--- src/rtl/de2_led_pkg.sv ---
// rtl/de2_led_pkg.sv - shared encodings and reset values for the LED effect engine
package de2_led_pkg;

    localparam logic [1:0] MODE_PASS  = 2'd0;
    localparam logic [1:0] MODE_BLINK = 2'd1;
    localparam logic [1:0] MODE_PWM   = 2'd2;
    localparam logic [1:0] MODE_SCAN  = 2'd3;

    localparam logic [1:0] ADDR_CTRL   = 2'd0;
    localparam logic [1:0] ADDR_PERIOD = 2'd1;
    localparam logic [1:0] ADDR_DUTY   = 2'd2;
    localparam logic [1:0] ADDR_STATUS = 2'd3;

    localparam logic [15:0] PERIOD_RST = 16'd1;
    localparam logic [7:0]  DUTY_RST   = 8'h80;

endpackage

--- src/rtl/de2_led_tick_gen.sv ---
// rtl/de2_led_tick_gen.sv - prescaler producing a one-cycle timebase tick every PRESCALE clocks
module de2_led_tick_gen #(
    parameter int PRESCALE = 50000
) (
    input  logic clk,
    input  logic reset_n,
    output logic tick
);

    localparam int CW = $clog2(PRESCALE);
    localparam logic [CW-1:0] TERM = CW'(PRESCALE - 1);

    logic [CW-1:0] cnt_q, cnt_d;

    always_comb begin
        tick  = (cnt_q == TERM);
        cnt_d = tick ? '0 : cnt_q + 1'b1;
    end

    always_ff @(posedge clk or negedge reset_n) begin
        if (!reset_n) begin
            cnt_q <= '0;
        end else begin
            cnt_q <= cnt_d;
        end
    end

endmodule

--- src/rtl/de2_led_effect_engine.sv ---
// rtl/de2_led_effect_engine.sv - LEDG driver applying pass/blink/PWM/scan effects to the PIO pattern
module de2_led_effect_engine
    import de2_led_pkg::*;
#(
    parameter int N_LEDS   = 9,
    parameter int PRESCALE = 50000
) (
    input  logic              clk,
    input  logic              reset_n,
    input  logic [N_LEDS-1:0] led_in,
    input  logic [1:0]        address,
    input  logic              chipselect,
    input  logic              write_n,
    input  logic [31:0]       writedata,
    output logic [31:0]       readdata,
    output logic [N_LEDS-1:0] led_out
);

    localparam int POS_W = $clog2(N_LEDS);
    localparam logic [POS_W-1:0] POS_MAX = POS_W'(N_LEDS - 1);

    logic              tick;
    logic              wr, restart, step;
    logic [15:0]       period_eff;
    logic [N_LEDS-1:0] scan_mask;
    logic              unused_wdata;

    logic [2:0]        ctrl_q, ctrl_d;
    logic [15:0]       period_q, period_d;
    logic [7:0]        duty_q, duty_d;
    logic [15:0]       step_cnt_q, step_cnt_d;
    logic              phase_q, phase_d;
    logic [POS_W-1:0]  pos_q, pos_d;
    logic              dir_up_q, dir_up_d;
    logic [7:0]        pwm_cnt_q, pwm_cnt_d;
    logic [N_LEDS-1:0] led_out_q, led_out_d;

    de2_led_tick_gen #(.PRESCALE(PRESCALE)) u_tick_gen (
        .clk     (clk),
        .reset_n (reset_n),
        .tick    (tick)
    );

    assign unused_wdata = ^writedata[31:16];

    always_comb begin
        wr         = chipselect && !write_n;
        restart    = wr && (address != ADDR_DUTY);
        period_eff = (period_q == 16'd0) ? 16'd1 : period_q;
        step       = tick && (step_cnt_q == period_eff - 16'd1);
        scan_mask  = N_LEDS'(1) << pos_q;

        ctrl_d     = ctrl_q;
        period_d   = period_q;
        duty_d     = duty_q;
        step_cnt_d = step_cnt_q;
        phase_d    = phase_q;
        pos_d      = pos_q;
        dir_up_d   = dir_up_q;
        pwm_cnt_d  = pwm_cnt_q + 8'd1;

        if (wr) begin
            case (address)
                ADDR_CTRL:   ctrl_d   = writedata[2:0];
                ADDR_PERIOD: period_d = writedata[15:0];
                ADDR_DUTY:   duty_d   = writedata[7:0];
                default:     ;
            endcase
        end

        if (tick) begin
            step_cnt_d = step ? 16'd0 : step_cnt_q + 16'd1;
        end

        // Bounce off the ends: the end LED is lit for one step, never two.
        if (step) begin
            phase_d = ~phase_q;
            if (dir_up_q) begin
                if (pos_q == POS_MAX) begin
                    dir_up_d = 1'b0;
                    pos_d    = pos_q - 1'b1;
                end else begin
                    pos_d = pos_q + 1'b1;
                end
            end else begin
                if (pos_q == '0) begin
                    dir_up_d = 1'b1;
                    pos_d    = POS_W'(1);
                end else begin
                    pos_d = pos_q - 1'b1;
                end
            end
        end

        // Restart overrides any step landing on the same edge.
        if (restart) begin
            step_cnt_d = 16'd0;
            phase_d    = 1'b0;
            pos_d      = '0;
            dir_up_d   = 1'b1;
            pwm_cnt_d  = 8'd0;
        end

        led_out_d = led_in;
        if (ctrl_q[2]) begin
            case (ctrl_q[1:0])
                MODE_BLINK: led_out_d = phase_q ? led_in : '0;
                MODE_PWM:   led_out_d = (pwm_cnt_q < duty_q) ? led_in : '0;
                MODE_SCAN:  led_out_d = led_in & scan_mask;
                default:    led_out_d = led_in;
            endcase
        end

        readdata = 32'd0;
        case (address)
            ADDR_CTRL:   readdata[2:0]  = ctrl_q;
            ADDR_PERIOD: readdata[15:0] = period_q;
            ADDR_DUTY:   readdata[7:0]  = duty_q;
            default: begin
                readdata[N_LEDS-1:0] = led_out_q;
                readdata[16]         = phase_q;
            end
        endcase
    end

    always_ff @(posedge clk or negedge reset_n) begin
        if (!reset_n) begin
            ctrl_q     <= 3'd0;
            period_q   <= PERIOD_RST;
            duty_q     <= DUTY_RST;
            step_cnt_q <= 16'd0;
            phase_q    <= 1'b0;
            pos_q      <= '0;
            dir_up_q   <= 1'b1;
            pwm_cnt_q  <= 8'd0;
            led_out_q  <= '0;
        end else begin
            ctrl_q     <= ctrl_d;
            period_q   <= period_d;
            duty_q     <= duty_d;
            step_cnt_q <= step_cnt_d;
            phase_q    <= phase_d;
            pos_q      <= pos_d;
            dir_up_q   <= dir_up_d;
            pwm_cnt_q  <= pwm_cnt_d;
            led_out_q  <= led_out_d;
        end
    end

    assign led_out = led_out_q;

endmodule

--- config.mk ---
export PLATFORM = sky130hd
export DESIGN_NAME = de2_led_effect_engine
export DESIGN_NICKNAME = d
export VERILOG_FILES = /design/src/rtl/de2_led_pkg.sv /design/src/rtl/de2_led_tick_gen.sv /design/src/rtl/de2_led_effect_engine.sv
export SDC_FILE = /design/constraint.sdc
export NUM_CORES = 1
export LEC_CHECK = 0
export ABC_CLOCK_PERIOD_IN_PS = 4910
export BUFFER_PORTS_ARGS = -buffer_cell sky130_fd_sc_hd__buf_2
export CAP_MARGIN = 0
export CORE_MARGIN = 8
export CORE_UTILIZATION = 45
export DETAILED_ROUTE_END_ITERATION = 8
export PLACE_DENSITY = 0.66
export SLEW_MARGIN = 5
export SYNTH_ARGS = -nofsm -noshare
export SYNTH_HDL_FRONTEND = slang
export SYNTH_SLANG_ARGS = --single-unit
--- constraint.sdc ---
create_clock -name clk -period 4.91 [get_ports clk]
set_input_delay 0 -clock clk [delete_from_list [all_inputs] [get_ports clk]]
set_output_delay 0 -clock clk [all_outputs]
set_load 0.1 [all_outputs]
Word-level counts from Yosys, hierarchy flattened:

Index checks and enable logic that the tools add are counted.

* output and inout bits: 41
* ROM bits: 0
* word-level logic and storage cells: 70
* memories: 0
* bits in registers: 82
* RAM bits: 0
* bits of input ports: 47
* latch bits: 0

* add/subtract/negate cells: 6
* reductions and logical operators: 14
* magnitude comparators: 1
* bitwise operators: 2
* muxes and demuxes: 27
* div/mod/pow operators: 0
* shifts and indexed selects: 1
* eq/ne operators: 9
* multiply operators: 0

Operators by type and width (number)
* 2-to-1 mux 16 bit: 5
* adder 16 x 1 -> 16 bit (second input constant): 2
* 2-to-1 mux 9 bit: 3
* one-hot mux 9 bit (3 select lines): 1
* 2-to-1 mux 4 bit: 5
* equality test 16 bit: 1
* equality test 16 bit (second input constant): 1
* zero test 16 bit: 1
* subtractor 16 x 1 -> 16 bit (second input constant): 1
* one-hot mux 5 bit (3 select lines): 1
* bitwise AND 9 bit: 1
* one-hot mux 3 bit (3 select lines): 1
* left shift 1 x 4 -> 9 bit (first input constant): 1
* adder 8 x 1 -> 8 bit (second input constant): 1
* less-than comparator 8 bit: 1
* 2-to-1 mux 1 bit: 8
* 2-to-1 mux 8 bit: 1
* 2-to-1 mux 7 bit: 1
* equality test 2 bit (second input constant): 3
* AND reduction 2 bit: 3
* adder 4 x 1 -> 4 bit (second input constant): 1
* equality test 2 x 1 -> 1 bit (second input constant): 2
* equality test 4 bit (second input constant): 1
* zero test 4 bit: 1
* 10 further kinds: 13

Longest topological paths before layout:

* depth after elaboration: 8
* gate-level depth with buffers: 14
* mapped depth without buffers: 11

By module:

A second synthesis with hierarchy kept.

* cells, all modules: 513
* area, all modules: 4962.3 um^2

Modules (own cells, without submodules)
* de2_led_effect_engine: times used 1, seq. area each 1655.3 um^2, cells each 446, area each 4200.3 um^2
* de2_led_tick_gen: times used 1, seq. area each 400.4 um^2, cells each 67, area each 762.0 um^2

Worst setup path after synthesis:

OpenSTA, ideal clock, no wires.

* kind: flip-flop to flip-flop
* start: reg period_q[8]
* end: reg dir_up_q
* required time: 4.816 ns
* setup slack: 1.265 ns
* library setup time: 0.094 ns
* stages on the path, launching flop included: 14
* clock period less this slack: 3.645 ns
* path buffers: 2
* arrival: 3.551 ns
* path through: dfrtp_1 -> clkbuf_1 -> nor4_4 -> and3_1 -> a31oi_1 -> ha_1 -> xnor2_1 -> a21oi_1 -> o221ai_1 -> or4_1 -> or4_1 -> buf_2 -> or2_4 -> o311ai_2

* longest elaborated chain between the ends: 6

Ends and longest elaborated chain
* start, declared: RTL line de2_led_effect_engine.sv:29 `logic [15:0] period_q, period_d;`
* start signal, assigned: RTL line de2_led_effect_engine.sv:139 `period_q <= period_d;`
* zero test 16 bit: RTL line de2_led_effect_engine.sv:49 `period_eff = (period_q == 16'd0) ? 16'd1 : period_q;`
* 2-to-1 mux 16 bit *: RTL line de2_led_effect_engine.sv:49
* subtractor 16 x 1 -> 16 bit *: RTL line de2_led_effect_engine.sv:50 `step = tick && (step_cnt_q == period_eff - 16'd1);`
* equality test 16 bit *: RTL line de2_led_effect_engine.sv:50
* logical AND 1 bit *: RTL line de2_led_effect_engine.sv:50
* nonzero test 2 bit (no line) *
* end signal, assigned: RTL line de2_led_effect_engine.sv:144 `dir_up_q <= dir_up_d;`
* end, declared: RTL line de2_led_effect_engine.sv:34 `logic dir_up_q, dir_up_d;`

Mark *: on every way between the ends. The rest lies on a longest branch, timed or not.
A chain may end at the register's enable or synchronous reset.

Worst setup path after layout:

* start: reg period_q[8]
* end: reg step_cnt_q[7]

* longest elaborated chain between the ends: 8

Ends and longest elaborated chain
* zero test 16 bit: RTL line de2_led_effect_engine.sv:49
* 2-to-1 mux 16 bit *: RTL line de2_led_effect_engine.sv:49
* subtractor 16 x 1 -> 16 bit *: RTL line de2_led_effect_engine.sv:50
* equality test 16 bit *: RTL line de2_led_effect_engine.sv:50
* logical AND 1 bit *: RTL line de2_led_effect_engine.sv:50
* 2-to-1 mux 16 bit *: RTL line de2_led_effect_engine.sv:72 `step_cnt_d = step ? 16'd0 : step_cnt_q + 16'd1;`
* 2-to-1 mux 16 bit *: RTL line de2_led_effect_engine.sv:71 `if (tick) begin`
* 2-to-1 mux 16 bit *: RTL line de2_led_effect_engine.sv:96 `if (restart) begin`
* end signal, assigned: RTL line de2_led_effect_engine.sv:141 `step_cnt_q <= step_cnt_d;`
* end, declared: RTL line de2_led_effect_engine.sv:31 `logic [15:0] step_cnt_q, step_cnt_d;`

Mark *: on every way between the ends. The rest lies on a longest branch, timed or not. The select of a mux whose other input is x is not followed.

==> run metrics <==
summed negative setup slack over all endpoints 0 ps; overall routing resource usage 17.6%; antenna violations before repair 1; Setup violations, final 0; Pleak 2.58 nW; minimum hold slack 256 ps; worst-case clock buffer depth 2; async set or reset register ratio after synthesis 100%; adder and majority cell fraction of the synthesized area 4.77%; number of buffers created by CTS 9; number of ports placed on the die boundary 88; largest net degree at the start of global routing 83; initial core utilization 46.0%; hold_buf cts 26; via count of the routed design 4139; period utilisation layout 86.3%; Antenna Violating Nets Remaining 0; basic-gate share of the synthesized area counting and, or, nand and nor cells 22.1%; full die area 14700 um2; DRT Pass-1 Iters 6; share of the core filled with cells 53.4%; post-cts gate resize count 0; clock root buffer sky130_fd_sc_hd__clkbuf_8; number of synthesized flops with an enable pin 0; required time of the critical path 5140 ps; Remaining DRCs 0; fill cell total of the finished layout 997; Worst Path Max Fanout 14; Gate Count Post-Synth 535; Rows 38; combinational family with the most area after synthesis simple AND/OR/NAND/NOR gates; Die X-Extent 121 um; worst hold-check path type in2reg; Post-CTS Repair Setup Buffers 0; yosys warns 0; clock latency of the later-clocked register in the worst-skew pair 370 ps; sequential element share of the synthesized area 41.2%; xor and xnor area share after synthesis 8.08%; area of the core region 10800 um2; maximum clock frequency 0.236 GHz; H-tree levels 3; placed wire-length estimate 9.32 mm; wire per inst 16.8 um; via count of the first global-routing pass 4057; Max Cap Viol 0; result of the run complete, no violations; layout cell share with drive strength beyond 1 17.5%; number of distinct library cells after synthesis 62; total overflow reported by the global router 0; element type at the critical path end register; violation count after the first detailed-route iteration 325; final worst slack 672 ps; arrival time reported for the critical path endpoint 4470 ps; number of synthesized register bits 82; clock skew 12.0 ps; Via density 5.46; most common library cell in the layout ignoring fill and taps sky130_fd_sc_hd__dfrtp_1; TritonCTS clock tree yes; Worst Path Class, Setup reg2reg; RSZ-0062 raised after global routing no; net count reported at finish 678; Worst VDD drop 213 uV; clock slew at reported path FFs 100 ps; nature of the critical path startpoint register; Post-Layout Inst Area 5790 um2; Synth Cell Area 4990 um2; worst-case headroom to the max-slew limit 30.4%; vertical extent of the die 121 um; commonest cells after routing, fill and taps aside 79 x sky130_fd_sc_hd__dfrtp_1, 55 x sky130_fd_sc_hd__buf_2, 49 x sky130_fd_sc_hd__nor2_1; final number of hold-violating endpoints 0; final max-slew violation count 0; input/output buffers 56; final critical path time including I/O delays and setup 4240 ps; share of cell area taken by muxes after synthesis 5.17%; clk sink count 82; Synth-to-Final Area Change 16.1%; global-route wire length before repair 20.6 mm; Worst Max-Slew Pin Slew 1040 ps; global placer's final weighted congestion 0.902; DP Worst Slack 713 ps; most instantiated flip-flop cell in the synthesis netlist sky130_fd_sc_hd__dfrtp_1; Avg Inst Size Synth 9.32 um2; total routed wirelength 12.7 mm; power density of the placed cells 349 nW/um2; synthesized-area fraction occupied by ao, oa, aoi and oai cells 12.6%; area after detailed placement 5350 um2
[final cells by class]
type	count	area [um2]	area share (%)
antenna	1	2.50	0.0432
clock buffer	9	124	2.14
clock inverter	7	58.8	1.02
inverter	27	101	1.75
multi-input combinational	405	2700	46.5
sequential	82	2060	35.5
tap	140	175	3.02
timing repair buffer	87	581	10.0
[cells in the mapped netlist (all sizes together) (15+ instances only)]
library cell | count | share of area, %
a21oi | 17 | 1.7
buf | 21 | 2.8
dfrtp | 79 | 40
ha | 19 | 4.8
inv | 27 | 2.0
mux2 | 16 | 3.6
nand2 | 47 | 3.5
nand3 | 26 | 2.6
nor2 | 49 | 3.7
nor3 | 15 | 1.5
o21ai | 28 | 2.9
xnor2 | 24 | 4.2
xor2 | 22 | 3.9
[per-layer routing]
layer	track usage (%)	vias to the layer above	share of wire, %
met5	0	-	0
met4	9.33	0	2.7
met3	2.61	21	4.0
met2	28.1	102	49
met1	22.6	2005	44
li1	-	2011	-
[power by group]
part	leakage (nW)	switching (mW)	internal, mW
combinational	1.45	0.488	0.208
sequential	1.05	0.110	0.750
clock	0.0868	0.275	0.191
total	2.58	0.873	1.15
[stage by stage]
step	total power [mW]	std cells
6_report	2.02	758
5_1_grt	2.12	758
4_1_cts	2.03	757
3_5_place_dp	1.55	715
3_3_place_gp	1.53	715
2_1_floorplan	1.40	549
[kinds of logic (layout without fill, tap and decap cells)]
| group | Yosys count | in the layout |
|---|---|---|
| adders and majority gates | 19 | 19 |
| other | 1 | 16 |
| muxes | 20 | 20 |
| buffers and inverters | 62 | 130 |
| AOI/OAI and AO/OA | 96 | 96 |
| and+or+nand+nor | 209 | 209 |
| xor gates and xnor gates | 46 | 46 |
| DFF | 82 | 82 |
[worst paths after layout]
| kind | slack [ps] | start | cells after the start | endpoint |
|---|---|---|---|---|
| setup / recovery | 670 | period_q[8] | 11 | step_cnt_q[7] |
| hold / removal | 260 | address[0] | 3 | duty_q[0] |
| setup reg to reg | 670 | period_q[8] | 11 | step_cnt_q[7] |
| hold reg to reg | 500 | u_tick_gen.cnt_q[0] | 1 | u_tick_gen.cnt_q[0] |
| max in group asynchronous | 3880 | reset_n | 2 | u_tick_gen.cnt_q[12] |
| min in group asynchronous | 350 | reset_n | 2 | period_q[13] |
[flip-flops by register name, summed over array words and instances (netlist names)]
name	cells
step_cnt_q	16
u_tick_gen.cnt_q	16
ctrl_q	3
led_out	9
duty_q	8
dir_up_q	1
period_q	16
pos_q	4
phase_q	1
pwm_cnt_q	8
[critical path: stages (launching register included)]
cell	delay, ps
sky130_fd_sc_hd__dfrtp_1	490
sky130_fd_sc_hd__nor4_4	420
sky130_fd_sc_hd__and3_1	340
sky130_fd_sc_hd__a31oi_1	170
sky130_fd_sc_hd__ha_1	350
sky130_fd_sc_hd__xnor2_1	150
sky130_fd_sc_hd__a21oi_1	130
sky130_fd_sc_hd__o221ai_1	150
sky130_fd_sc_hd__or4_1	510
sky130_fd_sc_hd__or4_1	720
sky130_fd_sc_hd__o21ai_2	560
sky130_fd_sc_hd__nor2_1	110
Note: power is estimated with default switching activity, not from simulation.
